$ cat config.mk
export PLATFORM = sky130hd
export DESIGN_NAME = uart_rx_fifo_engine
export DESIGN_NICKNAME = d
export VERILOG_FILES = /design/src/rtl/uart_pkg.sv /design/src/rtl/uart_sync_fifo.sv /design/src/rtl/uart_rx_fifo_engine.sv
export SDC_FILE = /design/constraint.sdc
export NUM_CORES = 1
export LEC_CHECK = 0
export CELL_PAD_IN_SITES_DETAIL_PLACEMENT = 2
export CELL_PAD_IN_SITES_GLOBAL_PLACEMENT = 2
export CORE_MARGIN = 10
export CORE_UTILIZATION = 30
export CTS_CLUSTER_SIZE = 25
export DETAILED_ROUTE_END_ITERATION = 10
export PLACE_DENSITY_LB_ADDON = 0.12
export SETUP_SLACK_MARGIN = 0.2
export SLEW_MARGIN = 20
export SYNTH_ARGS = -nofsm -noshare
export SYNTH_HDL_FRONTEND = slang
export SYNTH_SLANG_ARGS = --single-unit
$ cat constraint.sdc
create_clock -name clk -period 7.6 [get_ports clk]
set_input_delay 1.52 -clock clk [delete_from_list [all_inputs] [get_ports clk]]
set_output_delay 1.52 -clock clk [all_outputs]
set_load 0.02 [all_outputs]
$ cat src/rtl/uart_pkg.sv
// rtl/uart_pkg.sv - shared state type, status bit indices and limits for the UART receive engine
package uart_pkg;

  typedef enum logic [2:0] {
    IDLE,
    START,
    DATA,
    PARITY,
    STOP1,
    STOP2,
    BRKWAIT
  } rx_state_t;

  localparam int STAT_PERR = 0;
  localparam int STAT_FERR = 1;
  localparam int STAT_BRK  = 2;

  localparam int MIN_DIV = 4;

  // Places the three error flags at their status-word positions.
  function automatic logic [2:0] pack_status(input logic brk, input logic ferr, input logic perr);
    logic [2:0] s;
    s            = '0;
    s[STAT_BRK]  = brk;
    s[STAT_FERR] = ferr;
    s[STAT_PERR] = perr;
    return s;
  endfunction

endpackage

$ cat src/rtl/uart_sync_fifo.sv
// rtl/uart_sync_fifo.sv - synchronous show-ahead FIFO holding received words plus status
module uart_sync_fifo #(
  parameter int WIDTH = 11,
  parameter int DEPTH = 16
) (
  input  logic                     clk_i,
  input  logic                     rst_ni,
  input  logic                     push_i,
  input  logic [WIDTH-1:0]         wdata_i,
  input  logic                     pop_i,
  output logic [WIDTH-1:0]         rdata_o,
  output logic                     full_o,
  output logic                     empty_o,
  output logic [$clog2(DEPTH):0]   level_o
);

  localparam int AW = $clog2(DEPTH);

  logic [WIDTH-1:0] mem_q [DEPTH];
  logic [AW-1:0]    wr_ptr_q;
  logic [AW-1:0]    rd_ptr_q;
  logic [AW:0]      level_q;
  logic             do_pop;
  logic             do_push;

  assign empty_o = (level_q == '0);
  assign full_o  = (level_q == (AW+1)'(DEPTH));
  assign level_o = level_q;
  assign rdata_o = mem_q[rd_ptr_q];

  // A full FIFO still accepts a push when the head leaves in the same cycle.
  assign do_pop  = pop_i && !empty_o;
  assign do_push = push_i && (!full_o || do_pop);

  // Pointer and occupancy bookkeeping.
  always_ff @(posedge clk_i) begin
    if (!rst_ni) begin
      wr_ptr_q <= '0;
      rd_ptr_q <= '0;
      level_q  <= '0;
    end else begin
      if (do_push) wr_ptr_q <= wr_ptr_q + 1'b1;
      if (do_pop)  rd_ptr_q <= rd_ptr_q + 1'b1;
      case ({do_push, do_pop})
        2'b10:   level_q <= level_q + 1'b1;
        2'b01:   level_q <= level_q - 1'b1;
        default: level_q <= level_q;
      endcase
    end
  end

  // Word storage; contents are only meaningful below the occupancy count.
  always_ff @(posedge clk_i) begin
    if (rst_ni && do_push) begin
      mem_q[wr_ptr_q] <= wdata_i;
    end
  end

endmodule

$ cat src/rtl/uart_rx_fifo_engine.sv
// rtl/uart_rx_fifo_engine.sv - UART receiver with configurable frame, break detect and status FIFO (option: UART_RX_MAJORITY_EN)
module uart_rx_fifo_engine
  import uart_pkg::*;
#(
  parameter int DATA_W      = 8,
  parameter int DIV_W       = 19,
  parameter int FIFO_DEPTH  = 16,
  parameter int SYNC_STAGES = 2
) (
  input  logic                          clk,
  input  logic                          rst,
  input  logic                          rx,
  input  logic [DIV_W-1:0]              baud_div,
  input  logic [3:0]                    cfg_len,
  input  logic                          cfg_pen,
  input  logic                          cfg_odd,
  input  logic                          cfg_stop2,
  input  logic                          rd_en,
  output logic [DATA_W-1:0]             rd_data,
  output logic [2:0]                    rd_status,
  output logic                          rx_ready,
  output logic                          ovf,
  output logic [$clog2(FIFO_DEPTH):0]   fifo_level,
  output logic                          rx_busy
);

  localparam int FW = DATA_W + 3;
  localparam logic [DIV_W-1:0] DIV_ONE = DIV_W'(1);

  logic [SYNC_STAGES-1:0] sync_q;
  logic                   rxs;

  rx_state_t              state_q, state_d;
  logic [DIV_W-1:0]       bt_cnt_q, bt_cnt_d;
  logic [DIV_W-1:0]       div_q, div_d;
  logic [3:0]             bit_cnt_q, bit_cnt_d;
  logic [DATA_W-1:0]      data_q, data_d;
  logic                   pbit_q, pbit_d;
  logic                   stop1_q, stop1_d;
  logic                   push_q, push_d;
  logic [FW-1:0]          push_word_q, push_word_d;
  logic                   ovf_q;

  logic [DIV_W-1:0]       div_in;
  logic [DIV_W-1:0]       half;
  logic [3:0]             len_eff;
  logic                   bit_val;
  logic                   start_tick;
  logic                   bit_tick;
  logic [DIV_W-1:0]       bt_restart;
  logic                   perr_w;
  logic                   brk_w;

  logic [FW-1:0]          head;
  logic                   fifo_full;
  logic                   fifo_empty;
  logic                   pop_eff;

  // Bring the asynchronous pin into the clock domain; idles high.
  always_ff @(posedge clk) begin
    if (!rst) sync_q <= '1;
    else      sync_q <= {sync_q[SYNC_STAGES-2:0], rx};
  end
  assign rxs = sync_q[SYNC_STAGES-1];

  assign div_in = (baud_div < DIV_W'(MIN_DIV)) ? DIV_W'(MIN_DIV) : baud_div;
  assign half   = div_q >> 1;

  always_comb begin
    len_eff = cfg_len;
    if (cfg_len < 4'd5)               len_eff = 4'd5;
    else if (cfg_len > 4'(DATA_W))    len_eff = 4'(DATA_W);
  end

`ifdef UART_RX_MAJORITY_EN
  logic [1:0] hist_q;

  // Keep the two previous synchronised samples for the 2-of-3 vote.
  always_ff @(posedge clk) begin
    if (!rst) hist_q <= 2'b11;
    else      hist_q <= {hist_q[0], rxs};
  end

  // Vote is decided one cycle after the nominal sample; the counter is
  // restarted at 1 so later bit targets stay where the single-sample build has them.
  assign bit_val    = (hist_q[1] & hist_q[0]) | (hist_q[1] & rxs) | (hist_q[0] & rxs);
  assign start_tick = (bt_cnt_q == half + DIV_ONE);
  assign bit_tick   = (bt_cnt_q == '0);
  assign bt_restart = DIV_ONE;
`else
  assign bit_val    = rxs;
  assign start_tick = (bt_cnt_q == half);
  assign bit_tick   = (bt_cnt_q == div_q - DIV_ONE);
  assign bt_restart = '0;
`endif

  assign perr_w = cfg_pen & (^data_q ^ pbit_q ^ cfg_odd);
  assign brk_w  = (data_q == '0) && !(cfg_pen && pbit_q) && !bit_val;

  // Frame FSM next state, bit timing, data capture and push word assembly.
  always_comb begin
    state_d     = state_q;
    bt_cnt_d    = (bt_cnt_q == div_q - DIV_ONE) ? '0 : bt_cnt_q + DIV_ONE;
    div_d       = div_q;
    bit_cnt_d   = bit_cnt_q;
    data_d      = data_q;
    pbit_d      = pbit_q;
    stop1_d     = stop1_q;
    push_d      = 1'b0;
    push_word_d = push_word_q;
    case (state_q)
      IDLE: begin
        bt_cnt_d = '0;
        if (!rxs) begin
          state_d   = START;
          div_d     = div_in;
          bit_cnt_d = '0;
          data_d    = '0;
          pbit_d    = 1'b0;
        end
      end
      START: begin
        if (start_tick) begin
          state_d  = bit_val ? IDLE : DATA;
          bt_cnt_d = bt_restart;
        end
      end
      DATA: begin
        if (bit_tick) begin
          data_d = data_q | (DATA_W'(bit_val) << bit_cnt_q);
          if (bit_cnt_q == len_eff - 4'd1) state_d = cfg_pen ? PARITY : STOP1;
          else                             bit_cnt_d = bit_cnt_q + 4'd1;
        end
      end
      PARITY: begin
        if (bit_tick) begin
          pbit_d  = bit_val;
          state_d = STOP1;
        end
      end
      STOP1: begin
        if (bit_tick) begin
          if (brk_w) begin
            push_d      = 1'b1;
            push_word_d = {pack_status(1'b1, 1'b1, perr_w), data_q};
            state_d     = BRKWAIT;
          end else if (cfg_stop2) begin
            stop1_d = bit_val;
            state_d = STOP2;
          end else begin
            push_d      = 1'b1;
            push_word_d = {pack_status(1'b0, ~bit_val, perr_w), data_q};
            state_d     = IDLE;
          end
        end
      end
      STOP2: begin
        if (bit_tick) begin
          push_d      = 1'b1;
          push_word_d = {pack_status(1'b0, ~(stop1_q & bit_val), perr_w), data_q};
          state_d     = IDLE;
        end
      end
      BRKWAIT: begin
        if (rxs) state_d = IDLE;
      end
      default: state_d = IDLE;
    endcase
  end

  // Receiver state registers; reset discards any partial frame.
  always_ff @(posedge clk) begin
    if (!rst) begin
      state_q     <= IDLE;
      bt_cnt_q    <= '0;
      div_q       <= DIV_W'(MIN_DIV);
      bit_cnt_q   <= '0;
      data_q      <= '0;
      pbit_q      <= 1'b0;
      stop1_q     <= 1'b0;
      push_q      <= 1'b0;
      push_word_q <= '0;
    end else begin
      state_q     <= state_d;
      bt_cnt_q    <= bt_cnt_d;
      div_q       <= div_d;
      bit_cnt_q   <= bit_cnt_d;
      data_q      <= data_d;
      pbit_q      <= pbit_d;
      stop1_q     <= stop1_d;
      push_q      <= push_d;
      push_word_q <= push_word_d;
    end
  end

  uart_sync_fifo #(
    .WIDTH (FW),
    .DEPTH (FIFO_DEPTH)
  ) u_fifo (
    .clk_i   (clk),
    .rst_ni  (rst),
    .push_i  (push_q),
    .wdata_i (push_word_q),
    .pop_i   (rd_en),
    .rdata_o (head),
    .full_o  (fifo_full),
    .empty_o (fifo_empty),
    .level_o (fifo_level)
  );

  assign pop_eff = rd_en && !fifo_empty;

  // Sticky overflow: set on a dropped word, cleared by a pop that drops nothing.
  always_ff @(posedge clk) begin
    if (!rst)                                  ovf_q <= 1'b0;
    else if (push_q && fifo_full && !pop_eff)  ovf_q <= 1'b1;
    else if (pop_eff)                          ovf_q <= 1'b0;
  end

  assign ovf       = ovf_q;
  assign rx_ready  = !fifo_empty;
  assign rx_busy   = (state_q != IDLE);
  assign rd_data   = fifo_empty ? '0 : head[DATA_W-1:0];
  assign rd_status = fifo_empty ? '0 : head[FW-1:DATA_W];

endmodule

# Word-level counts from Yosys, hierarchy flattened
# Memories as Yosys holds them, arrays and structs flattened. A register that Yosys moved wholly into a read port is not among the register bits.
# Index checks and enable logic that the tools add are counted.
# word_totals
in_bits,30
mem_bits_ro,0
memories,1
word_cells,136
ramBits,176
ff_bits,83
latch_bits,0
# op_classes
n_lt_le_gt_ge,3
n_mux,48
shifts,1
div,0
reduce_logical,31
n_addsub,8
n_eq_ne,22
n_mul,0
bitwise_logic,8
# memory_table
memory,depth,word_bits,rd,rd_ports_with_merged_regs,wr,line,rtl
u_fifo.mem_q,16,11,1,1,1,uart_sync_fifo.sv:19,logic [WIDTH-1:0] mem_q [DEPTH];
# op_table
op,n
two-way mux 19 bit,3
two-way mux 11 bit,4
case mux 19 bit (2 select lines),1
two-way mux 3 bit,12
two-way mux 4 bit,7
two-way mux 8 bit,3
case mux 11 bit (2 select lines),1
case mux 3 bit (7 select lines),1
adder 19 x 1 -> 19 bit (second input constant),1
== test 19 x 18 -> 1 bit,1
== test 19 bit,1
< comparator 19 x 3 -> 1 bit (second input constant),1
subtractor 19 x 1 -> 19 bit (second input constant),1
inequality test 2 bit (second input constant),9
case mux 8 bit (2 select lines),1
adder 4 x 1 -> 4 bit (second input constant),3
AND reduction 4 bit,3
two-way mux 1 bit,10
case mux 5 bit (2 select lines),1
nonzero test 2 bit,5
== test 3 bit (second input constant),3
logical AND 1 bit,8
zero test 8 bit,1
bitwise OR 8 bit,1
28 further kinds,39

# Logic depth before layout (Yosys ltp)
# Gate-level depths: netlist of the first run.
# depth
ltp_word,8
ltp_mapped,14
ltp_nobuf,13

# Hierarchy
# From an unflattened synthesis of the first run, not the netlist that was laid out.
# hier_totals
cells_unflattened,934
area_unflattened_um2,11866.4
# modules_own_cells
mod,cells_per_inst,seq_area_each_um2,n_inst,area_per_inst_um2
uart_sync_fifo,402,5625.4,1,7663.6
uart_rx_fifo_engine,532,1401.3,1,4202.8

# Worst setup path after synthesis of the first run
# OpenSTA, ideal clock, no wires.
# synth_timing
kind,register to output
from,reg (tool-made name)
to,out rd_data[0]
arrival_ps,2409
path_stages_with_launch,6
path_slack_ps,3671
path_buffers,2
cell_sequence,dfxtp_1 > clkbuf_1 > clkbuf_1 > mux4_2 > mux4_2 > and2_1
# synth_rtl
item,line,rtl
"end, declared",uart_rx_fifo_engine.sv:19,"output logic [DATA_W-1:0] rd_data,"

==> out/qor.yml, run 1 <==
clock_path_buffers: 3
tightestPinTransition_ns: 1.07
antenna_found_initial: 0
fin_crit_ns: 5.39
max-cap-violations: 0
drc: 0
nets: 955
post_cts_buffers: 0
finalSetupTns_ns: 0
gr-total-overflow: 0
crit-reg2reg-launch: "div_q[0]"
grt_first_pass_wirelength_um: 49300
num_io_pins: 49
yosysTopAreaCell: "edfxtp_1"
cts-resized-gates: 0
crit_fanout: 23
ys_seq_elements: 263
portBuffers: 48
synthCells: 866
area_growth_pct: 17.6
synth_seq_area_share_pct: 60.7
dieWidth_um: 216
synth-adder-area-share_pct: 2.01
synth_compound_area_share_pct: 4.93
fmax_mhz: 186
synthTopCellsByArea: "edfxtp_1 (46%), dfxtp_1 (15%), mux4_2 (11%)"
clock_latency_ns: 0.58
slew_headroom_pct: 28.8
endpoint_kind: "output pin"
rsz0062_at_grt: "false"
power-per-cell-area_nw_per_um2: 229
ff_latch_area_um2: 7030
num_vias: 7159
place.detailed.hpwl_um: 21500
multiInputGateArea_um2: 4250
min_period_over_period_pct: 70.9
firstDrtPassIters: 4
synth_common_cells: "edfxtp_1 (176), dfxtp_1 (87), nand2_1 (77)"
synthArstFlopShare_pct: 0
rr_worst_depth: 10
cp-start-kind: "flop"
initial_core_util_pct: 30.6
crit_type: "flop to output pin"
grt_pass1_vias: 7712
fin_area_um2: 13600
synth_top_area_share_pct: 45.6
min_delay_worst_endpoint: "sync_q[1]"
tritoncts_num_sinks: 263
post_cts_hold_buffer_count: 0
hold_viol: 0
rows: 71
drive_above_1_share_pct: 15.4
r2r_setup_slack_ns: 3.59
clockRootBuffer: "clkbuf_16"
setup_viol: 0
yosysMostFrequentCell: "edfxtp_1"
grt_max_degree: 45
dieArea_um2: 46900
avgSynthCellArea_um2: 13.4
cellLeakagePower_nw: 4.31
htree_levels: 1
timing.rr.end: "bt_cnt_q[12]"
postPlaceCellArea_um2: 12600
synth_ff_type: "edfxtp_1"
synth_xor_area_share_pct: 5.37
min-delay-path-class: "flop to flop"
num-fill-cells: 3938
grt_usage_pct: 13.6
syn_nets: 914
fin_total_pwr_mw: 3.12
via_per_inst: 4.96
syn_area_um2: 11600
n_antenna_cell: 0
routed_wl_um: 32000
arrival_ns: 3.87
cp_data_required_time_ns: 6.08
synthMuxAreaShare_pct: 12.1
gp_congestion: 0.752
drtIter0Drc: 368
yosys.area_share.simple_pct: 11.9
ir_drop_uv: 140
slew_viol_final: 0
wl_per_cell_um: 22.2
tritoncts: "done"
holdCritStartpoint: "sync_q[0]"
coreArea_um2: 37800
hold_depth: 1
synth_warnings: 0
synth_top_family_by_area: "multiplexers"
antenna_left: 0
die_h_um: 216
numCtsBuffers: 30
synth_edf_count: 176
synth_cell_type_count: 61
skew_ns: 0.0128
outcome: "finished clean"
clkSlewWorstSetupHoldPaths_ns: 0.06
## where the power goes
group	leakage, nW	switching (mW)	internal, mW
registers	2.15	0.0219	1.52
clock network	0.477	0.594	0.849
logic	1.68	0.0768	0.0587
## sequential cells by signal, summed over array words and instances (netlist names), named ones only
| signal | cells |
|---|---|
| stop1_q | 1 |
| bit_cnt_q | 4 |
| push_q | 1 |
| pbit_q | 1 |
| sync_q | 2 |
| data_q | 8 |
| state_q | 3 |
| push_word_q | 11 |
| u_fifo.wr_ptr_q | 4 |
| u_fifo.rd_ptr_q | 4 |
| ovf | 1 |
| u_fifo.level_o | 5 |
| u_fifo.mem_q | 176 |
| div_q | 19 |
| bt_cnt_q | 19 |
## critical path, stage by stage, from the launching register on
cell             delay [ns]
dfxtp_2                0.88
buf_4                  0.56
mux4_2                 0.58
mux4_2                 0.53
and2_1                 0.18
clkdlybuf4s50_1        0.54
## logic make-up after synthesis
group / count (synthesis)
and+or+nand+nor: 274
DFF: 263
AOI/OAI and AO/OA: 85
buffers and inverters: 84
xor gates and xnor gates: 71
muxes: 71
adders and majority gates: 18
## layout by cell type (no fill, tap or decap), types with 16 or more instances in the layout
| cell type | instances |
|---|---|
| clkdlybuf4s50_1 | 48 |
| inv_1 | 30 |
| mux2i_1 | 16 |
| xnor2_1 | 29 |
| edfxtp_1 | 176 |
| dfxtp_1 | 84 |
| a21oi_1 | 22 |
| nand3_1 | 18 |
| clkbuf_16 | 30 |
| xor2_1 | 42 |
| mux4_2 | 55 |
| nand2_1 | 77 |
| nor2_1 | 58 |
| ha_1 | 17 |
| nor4_1 | 18 |
## per-stage QoR
stage | hold slack, ns | utilization (%) | cells | setup WS [ns]
2_1_floorplan | 0.386 | - | 866 | 3.67
3_3_place_gp | 0.388 | 33.3 | 1386 | 2.75
3_5_place_dp | 0.418 | 33.3 | 1386 | 2.71
4_1_cts | 0.427 | 36.0 | 1442 | 2.09
5_1_grt | 0.467 | 36.0 | 1442 | 1.93
6_report | 0.420 | 36.0 | 1442 | 2.21
## metal layers
layer / vias up / wire length (µm) / track usage, %
li1: 3311 / - / -
met1: 3719 / 14400 / 17.8
met2: 102 / 15900 / 23.3
met3: 27 / 1210 / 1.99
met4: 0 / 446 / 3.29
met5: - / 0 / 0
## layout make-up
type	instances	area share [%]
timing repair buffer	63	4.36
multi-input combinational	519	31.2
clock buffer	46	6.32
clock inverter	10	0.947
sequential	263	51.6
inverter	30	0.827
tap	511	4.70
## worst max path at each step
stage | cells past startpoint | slack (ns) | start | end
floorplan | 5 | 3.67 | flop | rd_data[0]
global placement | 5 | 2.75 | flop | rd_data[2]
detailed placement | 5 | 2.71 | flop | rd_data[5]
CTS | 5 | 2.09 | flop | rd_data[5]
global route | 5 | 1.93 | flop | rd_data[2]
finish | 5 | 2.21 | flop | rd_data[2]
Power figures use the tool's default switching activity.
==> run 2: changes to the inputs <==
- clock period: 7.6 -> 5.1 ns (I/O delays scaled with it)
==> out/qor.yml, run 2 (synthesis gave the netlist of run 1 again) <==
outcome: "finished clean"
p_seq_share_pct: 47.1  # -2.3 points
endpoint_kind: "output pin"
gp_congestion: 0.793  # +5.4%
place.detailed.hpwl_um: 21600  # +0.61%
path_cells: "buf_4, mux4_2, mux4_2, and2_1, clkdlybuf4s50_1"
fin_crit_ns: 4.23
hold_viol: 0  # unchanged
final_common_cell: "edfxtp_1"
skew_ns: 0.0204  # +0.00762 ns
arrival_ns: 3.21  # -0.66 ns
htree_levels: 1  # unchanged
clkPwrFrac_pct: 48.7  # +2.4 points
dieArea_um2: 46900  # unchanged
cp-start-kind: "flop"
setup_viol: 0  # unchanged
min_period_over_period_pct: 82.9
clock_latency_ns: 0.58  # about the same
clock_path_buffers: 3  # unchanged
final.setup.worst_slack_ns: 0.872  # -1.34 ns
clkSlewWorstSetupHoldPaths_ns: 0.06  # about the same
postPlaceCellArea_um2: 12700  # +0.44%
gr-total-overflow: 0  # unchanged
finalSetupTns_ns: 0  # unchanged
num_io_pins: 49  # unchanged
antenna_found_initial: 0  # unchanged
clockRootBuffer: "clkbuf_16"
grt_max_degree: 45  # unchanged
nets: 966  # +1.2%
grt_use_met3_pct: 1.80  # -0.19 points
tritoncts: "done"
numCtsBuffers: 31  # +3.3%
min-delay-path-class: "flop to flop"
crit_type: "flop to output pin"
tritoncts_num_sinks: 263  # unchanged
antenna_left: 0  # unchanged
p_switching_mw: 1.06  # +53%
power-per-cell-area_nw_per_um2: 354  # +54%
rsz0062_at_grt: "false"
reg_top3: "u_fifo.mem_q (176), bt_cnt_q (19), div_q (19)"
pre_cts_ws_ns: 1.28  # -1.42 ns
cts-resized-gates: 0  # unchanged
via_per_inst: 4.90  # -1.4%
slew_viol_final: 0  # unchanged
die_h_um: 216  # unchanged
cp_data_required_time_ns: 4.08  # -2.00 ns
dieWidth_um: 216  # unchanged
firstDrtPassIters: 4  # unchanged
tightestPinTransition_ns: 0.837  # -0.231 ns
routed_wl_um: 31800  # -0.68%
fin_area_um2: 13800  # +1.1%
post_cts_hold_buffer_count: 0  # unchanged
drc: 0  # unchanged
met2_usage_pct: 23.8  # +0.53 points
wl_per_cell_um: 21.8  # -1.5%
n_antenna_cell: 0  # unchanged
largest_reg_flops: 176  # unchanged
crit_path_top_delay_cell: "mux4_2"
cpMostUsedCell: "mux4_2"
post_cts_buffers: 0  # unchanged
crit_fanout: 27  # +17%
num_vias: 7118  # -0.57%
sw_frac_of_total_pct: 21.8  # -0.40 points
slowest_delay_ns: 0.60  # -0.28 ns
drive_above_1_share_pct: 16.0  # +0.65 points
coreArea_um2: 37800  # unchanged
portBuffers: 48  # unchanged
area_growth_pct: 18.9
ir_drop_uv: 203  # +45%
initial_core_util_pct: 30.6  # unchanged
grt_pass1_vias: 7864  # +2.0%
cellLeakagePower_nw: 4.42  # +2.6%
fmax_mhz: 237
drtIter0Drc: 234  # -36%
num-fill-cells: 3926  # -0.30%
p_int_mw: 3.81  # +57%
combinationalPowerShare_pct: 4.2  # about the same
max-cap-violations: 0  # unchanged
grt.busiest_layer: "met2"
slew_headroom_pct: 44.0  # +15 points
rows: 71  # unchanged
regMostFlops: "u_fifo.mem_q"
hold_slack_ns: 0.409  # -0.0116 ns
grt.met1_usage_pct: 17.1  # -0.68 points
grt_first_pass_wirelength_um: 49000  # -0.61%
grt_usage_pct: 13.5  # -0.098 points
layout_common_cells: "edfxtp_1 (176), dfxtp_1 (84), nand2_1 (77)"
==> run 2: cell count changes in the layout (fill, tap and decap cells not counted) <==
cell	before	now
bufinv_16	2	6
clkbuf_16	30	31
clkinv_16	1	0
buf_4	15	25
nor2_1	58	66
inv_6	0	2
clkbuf_1	11	7
inv_16	0	1
nor2_2	7	0
clkbuf_8	5	2
nor2_4	1	0
clkinv_2	3	5
==> run 2: cell type report <==
| type | instances | area [µm²] | share of cell area, % |
|---|---|---|---|
| timing repair buffer | 73 | 668 | 4.85 |
| clock inverter | 18 | 267 | 1.94 |
| inverter | 30 | 113 | 0.818 |
| clock buffer | 40 | 830 | 6.02 |
| tap | 511 | 639 | 4.64 |
| multi-input combinational | 519 | 4230 | 30.7 |
| sequential | 263 | 7030 | 51.0 |
==> run 2: metrics by stage <==
stage	util, %	std cells	power, mW
3_3_place_gp	33.5	1396	2.55
4_1_cts	36.4	1454	4.95
5_1_grt	36.4	1454	5.06
2_1_floorplan	-	866	2.46
6_report	36.4	1454	4.87
3_5_place_dp	33.5	1396	2.55
==> run 2: final timing paths <==
path	startpoint	end	slack [ns]	depth (start not counted)
worst max register to register	div_q[0]	bt_cnt_q[17]	1.32	10
worst max-delay path	flop	rd_data[0]	0.87	5
worst min register to register	sync_q[0]	sync_q[1]	0.41	1
worst min-delay path	sync_q[0]	sync_q[1]	0.41	1
==> run 2: power groups by stage <==
| stage | clock, mW | combinational (mW) | sequential [mW] |
|---|---|---|---|
| global placement | 0 | 0.209 | 2.34 |
| detailed placement | 0 | 0.210 | 2.34 |
| global route | 2.53 | 0.231 | 2.30 |
| floorplan | 0 | 0.148 | 2.32 |
| finish | 2.37 | 0.206 | 2.29 |
| CTS | 2.45 | 0.212 | 2.29 |
==> run 2: critical path, delay by kind of cell (launching register included) <==
family	cells	cell delay, ns
buffers and inverters	2	1.02
muxes	2	1.10
DFF	1	0.32
and+or+nand+nor	1	0.18
==> run 2: routing by layer <==
layer | up-vias | wire, µm
met1 | 3661 | 14200
met2 | 106 | 16100
met4 | 0 | 469
met5 | - | 0
li1 | 3321 | -
met3 | 30 | 986
